[config.mk]
export PLATFORM = sky130hd
export DESIGN_NAME = fdma_w_arbiter
export DESIGN_NICKNAME = d
export VERILOG_FILES = /design/src/rtl/fdma_w_arbiter.sv
export SDC_FILE = /design/constraint.sdc
export NUM_CORES = 1
export LEC_CHECK = 0
export ABC_AREA = 1
export CAP_MARGIN = 40
export CORE_AREA = 2 2 349 351
export DETAILED_ROUTE_END_ITERATION = 8
export DIE_AREA = 0 0 351 353
export MAX_ROUTING_LAYER = met4
export PLACE_DENSITY = 0.3
export SETUP_SLACK_MARGIN = 0.3
export SLEW_MARGIN = 25
export SYNTH_ARGS = -nofsm -noshare
export SYNTH_HDL_FRONTEND = slang
export SYNTH_SLANG_ARGS = --single-unit
[constraint.sdc]
create_clock -name I_ui_clk -period 3.4 [get_ports I_ui_clk]
set_input_delay 0.85 -clock I_ui_clk [delete_from_list [all_inputs] [get_ports I_ui_clk]]
set_output_delay 0.85 -clock I_ui_clk [all_outputs]
set_load 0.03 [all_outputs]
[src/rtl/fdma_w_arbiter.sv]
// fdma_w_arbiter: shares one FDMA write channel among N_CH frame-buffer
// write clients, granting one complete burst at a time.
// Build option: define FDMA_ARB_FIXED_PRIO_EN for fixed priority (lowest
// index wins); otherwise arbitration is round-robin from the last owner.
//
// state  | meaning
// S_IDLE | no owner, waiting for any client request
// S_REQ  | burst latched, master request raised, waiting for master busy
// S_BUSY | master moving the burst, beats routed to the owner
// S_GAP  | one dead cycle so the owner sees wbusy low before re-requesting
module fdma_w_arbiter #(
  parameter int N_CH           = 4,
  parameter int AXI_DATA_WIDTH = 128,
  parameter int AXI_ADDR_WIDTH = 32
) (
  input  logic                           I_ui_clk,
  input  logic                           I_ui_rst,
  input  logic [N_CH*AXI_ADDR_WIDTH-1:0] I_ch_waddr,
  input  logic [N_CH-1:0]                I_ch_wareq,
  input  logic [N_CH*16-1:0]             I_ch_wsize,
  input  logic [N_CH*AXI_DATA_WIDTH-1:0] I_ch_wdata,
  output logic [N_CH-1:0]                O_ch_wbusy,
  output logic [N_CH-1:0]                O_ch_wvalid,
  output logic [AXI_ADDR_WIDTH-1:0]      O_fdma_waddr,
  output logic                           O_fdma_wareq,
  output logic [15:0]                    O_fdma_wsize,
  input  logic                           I_fdma_wbusy,
  output logic [AXI_DATA_WIDTH-1:0]      O_fdma_wdata,
  input  logic                           I_fdma_wvalid,
  output logic [N_CH-1:0]                O_grant,
  output logic                           O_len_err
);

  localparam int PTR_W = $clog2(N_CH);

  typedef enum logic [1:0] {S_IDLE, S_REQ, S_BUSY, S_GAP} state_t;

  state_t                    state_q, state_d;
  logic [N_CH-1:0]           grant_q, grant_d;
  logic [PTR_W-1:0]          own_q, own_d;
  logic [PTR_W-1:0]          ptr_q, ptr_d;
  logic [AXI_ADDR_WIDTH-1:0] waddr_q, waddr_d;
  logic [15:0]               wsize_q, wsize_d;
  logic [15:0]               cnt_q, cnt_d;
  logic                      wareq_q, wareq_d;
  logic                      len_err_q, len_err_d;

  logic                      sel_found;
  logic [PTR_W-1:0]          sel_idx;
  logic [AXI_ADDR_WIDTH-1:0] sel_waddr;
  logic [15:0]               sel_wsize;
  logic [AXI_DATA_WIDTH-1:0] wdata_mux;
  logic                      fwd_beat;

`ifdef FDMA_ARB_FIXED_PRIO_EN
  // Fixed priority: scan downward so the lowest requesting index is kept last.
  always_comb begin
    sel_found = 1'b0;
    sel_idx   = '0;
    for (int k = N_CH - 1; k >= 0; k--) begin
      if (I_ch_wareq[k]) begin
        sel_found = 1'b1;
        sel_idx   = PTR_W'(k);
      end
    end
  end
`else
  logic [PTR_W:0]   cand_sum;
  logic [PTR_W-1:0] cand;

  // Round-robin: scan from ptr+N down to ptr+1 so ptr+1 has the final say.
  always_comb begin
    sel_found = 1'b0;
    sel_idx   = '0;
    cand_sum  = '0;
    cand      = '0;
    for (int k = N_CH; k >= 1; k--) begin
      cand_sum = {1'b0, ptr_q} + (PTR_W+1)'(k);
      if (cand_sum >= (PTR_W+1)'(N_CH)) cand_sum = cand_sum - (PTR_W+1)'(N_CH);
      cand = cand_sum[PTR_W-1:0];
      if (I_ch_wareq[cand]) begin
        sel_found = 1'b1;
        sel_idx   = cand;
      end
    end
  end
`endif

  // Pick the selected client's address and size, and the owner's data.
  always_comb begin
    sel_waddr = '0;
    sel_wsize = '0;
    wdata_mux = '0;
    for (int i = 0; i < N_CH; i++) begin
      if (sel_idx == PTR_W'(i)) begin
        sel_waddr = I_ch_waddr[i*AXI_ADDR_WIDTH +: AXI_ADDR_WIDTH];
        sel_wsize = I_ch_wsize[i*16 +: 16];
      end
      if (grant_q[i]) wdata_mux = I_ch_wdata[i*AXI_DATA_WIDTH +: AXI_DATA_WIDTH];
    end
  end

  // Next-state and next-output logic; grant is only non-zero in S_REQ/S_BUSY.
  always_comb begin
    state_d   = state_q;
    grant_d   = grant_q;
    own_d     = own_q;
    ptr_d     = ptr_q;
    waddr_d   = waddr_q;
    wsize_d   = wsize_q;
    wareq_d   = wareq_q;
    len_err_d = len_err_q;
    fwd_beat  = I_fdma_wvalid && (grant_q != '0);
    cnt_d     = (fwd_beat && (cnt_q != 16'hFFFF)) ? cnt_q + 16'd1 : cnt_q;
    if (I_fdma_wvalid && (grant_q == '0)) len_err_d = 1'b1;
    case (state_q)
      S_IDLE: begin
        if (sel_found) begin
          grant_d = N_CH'(1) << sel_idx;
          own_d   = sel_idx;
          waddr_d = sel_waddr;
          wsize_d = sel_wsize;
          wareq_d = 1'b1;
          cnt_d   = '0;
          state_d = S_REQ;
        end
      end
      S_REQ: begin
        if (I_fdma_wbusy) begin
          wareq_d = 1'b0;
          state_d = S_BUSY;
        end
      end
      S_BUSY: begin
        if (!I_fdma_wbusy) begin
          if (cnt_d != wsize_q) len_err_d = 1'b1;
          ptr_d   = own_q;
          grant_d = '0;
          state_d = S_GAP;
        end
      end
      default: begin
        state_d = S_IDLE;
      end
    endcase
  end

  // State and registered outputs; reset abandons any burst in flight.
  always_ff @(posedge I_ui_clk or posedge I_ui_rst) begin
    if (I_ui_rst) begin
      state_q   <= S_IDLE;
      grant_q   <= '0;
      own_q     <= '0;
      ptr_q     <= PTR_W'(N_CH - 1);
      waddr_q   <= '0;
      wsize_q   <= '0;
      cnt_q     <= '0;
      wareq_q   <= 1'b0;
      len_err_q <= 1'b0;
    end else begin
      state_q   <= state_d;
      grant_q   <= grant_d;
      own_q     <= own_d;
      ptr_q     <= ptr_d;
      waddr_q   <= waddr_d;
      wsize_q   <= wsize_d;
      cnt_q     <= cnt_d;
      wareq_q   <= wareq_d;
      len_err_q <= len_err_d;
    end
  end

  assign O_grant      = grant_q;
  assign O_ch_wbusy   = grant_q;
  assign O_ch_wvalid  = {N_CH{I_fdma_wvalid}} & grant_q;
  assign O_fdma_waddr = waddr_q;
  assign O_fdma_wsize = wsize_q;
  assign O_fdma_wareq = wareq_q;
  assign O_fdma_wdata = wdata_mux;
  assign O_len_err    = len_err_q;

endmodule

==> flow_summary.toml <==
[floorplan]
pin_count = 902
fp-row-count = 128
core_area_um2 = 120600
start_util = 0.06931
die-width_um = 351
die_area_um2 = 123900
die_height_um = 353

[cts]
cts_tree = "done"
htreeDepth = 3
cts_made_buffers = 9
clk_pin_slew_ps = 70
numClockSinks = 76
root_buffer = "clkbuf_16"
clockBufferDepth = 2
postCtsHoldBufs = 0
clock_latency_ps = 380

[final_layout]
final_cell_mix = "clkdlybuf4s50_1, nand2_1, nand3_1"
final_nets = 3074
fill_cells = 13790
stdcell_area_um2 = 21700
final_cells = 4016
drive_gt1_frac = 0.1447
area_delta_synth_final_pct = 159.6
final_common_cell = "clkdlybuf4s50_1"

[setup_path]
crit_type = "primary input to output port"
cp-start-kind = "primary input"
critPathRequiredTime_ps = 2550
critPathArrivalTime_ps = 2230
end_kind = "output port"
crit_fanout = 1

[pwr]
power.internal_mw = 10.46
powerDensity_nw_per_um2 = 1103
leakagePower_nw = 8.265
p_seq_frac = 0.074
p_switching_mw = 13.47
pwr-share-comb = 0.884
switching_share = 0.5628
clkPwrFrac = 0.042
ir_worst_vdd_v = 0.0007083

[drt]
drc = 0
routed_wl_mm = 111.0
firstDrtPassIters = 5
postRouteAntennaNets = 0
drt_iter0_drc = 897
wire_per_inst_um = 27.64
vias = 14580
via_per_inst = 3.630

[grt]
grtUsageTotal = 0.1765
grt_util_met2 = 0.3291
use_met3 = 0.03819
antenna_found_initial = 45
grt_pass1_vias = 15520
use_met1 = 0.1879
grt_start_max_net_pins = 94
overflow = 0
busiest_layer = "met2"
grt_pass1_wl_mm = 142.7

[sta]
fin_worst_skew_ps = 9.794
finalSetupViolCount = 0
period_minus_slack_ps = 3084
tightest_slew_ps = 626.2
slew_headroom = 0.5810
setup_tns_ps = 0
drv_slew = 0
maxClockFrequency_mhz = 324.2
rsz0062_at_grt = "yes"
setup_slack_ps = 315.6
period_share = 0.9072
final_hold_viol_count = 0

[placement]
port_buffers = 901
placed_cells = 3954
gp_congestion = 0.9299
place_ws_ps = 116.8
postPlaceCellArea_um2 = 20750
place_hpwl_mm = 92.69

[yosys]
synth_top_cell_area_share = 0.2677
syn-num-nets = 2149
syn_avg_cell_area_um2 = 5.833
synth_area_leaders = "nand2_1, dfrtp_1, nand3_1"
async_flop_share = 1.000
ys.warnings.count = 0
ys.flop_type = "dfrtp_1"
yosysSeqAreaShare = 0.2278
yosysTopAreaCell = "nand2_1"
netlist_area_um2 = 8358
syn-instance-count = 1433
yosysUniqueCellTypes = 36
yosys_register_bits = 76
synth_edf_count = 0

[worst_hold_path]
hold_path.class = "register to register"

[job]
maxCapViolations = 0

[run_status]
status = "complete, no violations"
==> worst max-delay path, cell delays in order <==
cell and delay, ps:
clkdlybuf4s50_1 660, o22ai_1 150, a31oi_1 390, buf_12 180
==> state kept, by name, indices dropped and copies added (netlist names) <==
name	cells
own_q	2
ptr_q	2
O_ch_wbusy	4
cnt_q	16
O_len_err	1
O_fdma_wareq	1
state_q	2
O_fdma_wsize	16
O_fdma_waddr	32
==> final timing paths <==
check	startpoint	endpoint	slack, ps	depth (start not counted)
max	I_ch_wdata[496]	O_fdma_wdata[112]	320	4
min	O_fdma_waddr[10]$_DFFE_PP0P_	O_fdma_waddr[10]$_DFFE_PP0P_	480	2
max reg2reg	ptr_q[0]$_DFFE_PP1P_	O_fdma_wsize[2]$_DFFE_PP0P_	760	15
min reg2reg	O_fdma_waddr[10]$_DFFE_PP0P_	O_fdma_waddr[10]$_DFFE_PP0P_	480	2
max in group asynchronous	I_ui_rst	ptr_q[0]$_DFFE_PP1P_	1850	3
min in group asynchronous	I_ui_rst	O_fdma_waddr[21]$_DFFE_PP0P_	810	2
==> Yosys cell counts (2+ instances only) <==
library cell	instances
nand2_1	596
nand3_1	167
o22ai_1	127
a31oi_1	126
clkbuf_1	77
dfrtp_1	74
nand4_1	52
inv_1	47
nor2_1	44
buf_2	17
buf_6	16
buf_1	10
o21ai_0	9
inv_2	8
a21oi_1	7
o21ai_1	7
xor2_1	7
buf_4	4
ha_1	4
nand3b_1	4
nand2_4	3
nor2_2	3
or2_1	3
a221oi_1	2
dfstp_2	2
nand2_2	2
nor2_4	2
o21ai_2	2
o31ai_1	2
o32ai_1	2
xnor2_1	2
==> cells by family (layout without fill, tap and decap cells) <==
kind of cell,count (synthesis),count (layout),synth area share
XOR/XNOR,9,9,0.009432
other,0,28,0
flip-flops,76,76,0.2278
buffers and inverters,181,1111,0.1003
adder cells (fa/ha/maj),4,4,0.005988
AND/OR/NAND/NOR,877,877,0.4433
AO/OA/AOI/OAI,286,286,0.2132
==> what timing repair did <==
| item | in CTS | in global routing |
|---|---|---|
| pin swaps | 1 | 0 |
| resized for setup | 34 | 18 |
| buffers inserted | 12 | 0 |
| endpoints found under the setup margin | 130 | 16 |
| cloned | 6 | 0 |
==> per-layer routing <==
layer	part of all wire	wire, µm
met5	0	0
met4	0.020	2233
met3	0.065	7233
met2	0.53	58560
met1	0.39	42990
==> metrics by stage <==
step             util  total power, mW  hold slack (ps)
2_1_floorplan       -            10.70            453.4
3_3_place_gp   0.1719            22.71            464.5
3_5_place_dp   0.1721            22.66            466.4
4_1_cts        0.1785            24.56            485.1
5_1_grt        0.1798            25.41            497.3
6_report       0.1799            23.93            481.1
==> power groups by stage <==
stage | clock [mW] | combinational [mW] | sequential (mW)
finish | 1.01 | 21.2 | 1.76
global route | 1.10 | 22.5 | 1.83
CTS | 1.08 | 21.7 | 1.79
detailed placement | 0 | 20.8 | 1.82
global placement | 0 | 20.9 | 1.83
floorplan | 0 | 8.54 | 2.16
==> cell type report <==
class | count | area [µm²] | share of cell area
Clock inverter | 6 | 38.79 | 0.001787
Sequential cell | 76 | 1913 | 0.08816
Clock buffer | 10 | 239.0 | 0.01101
Multi-Input combinational cell | 1176 | 5868 | 0.2704
Tap cell | 1625 | 2033 | 0.09370
Antenna cell | 28 | 70.07 | 0.003229
Timing Repair Buffer | 1038 | 11310 | 0.5214
Inverter | 57 | 222.7 | 0.01026
Note: power is estimated with default switching activity, not from simulation.
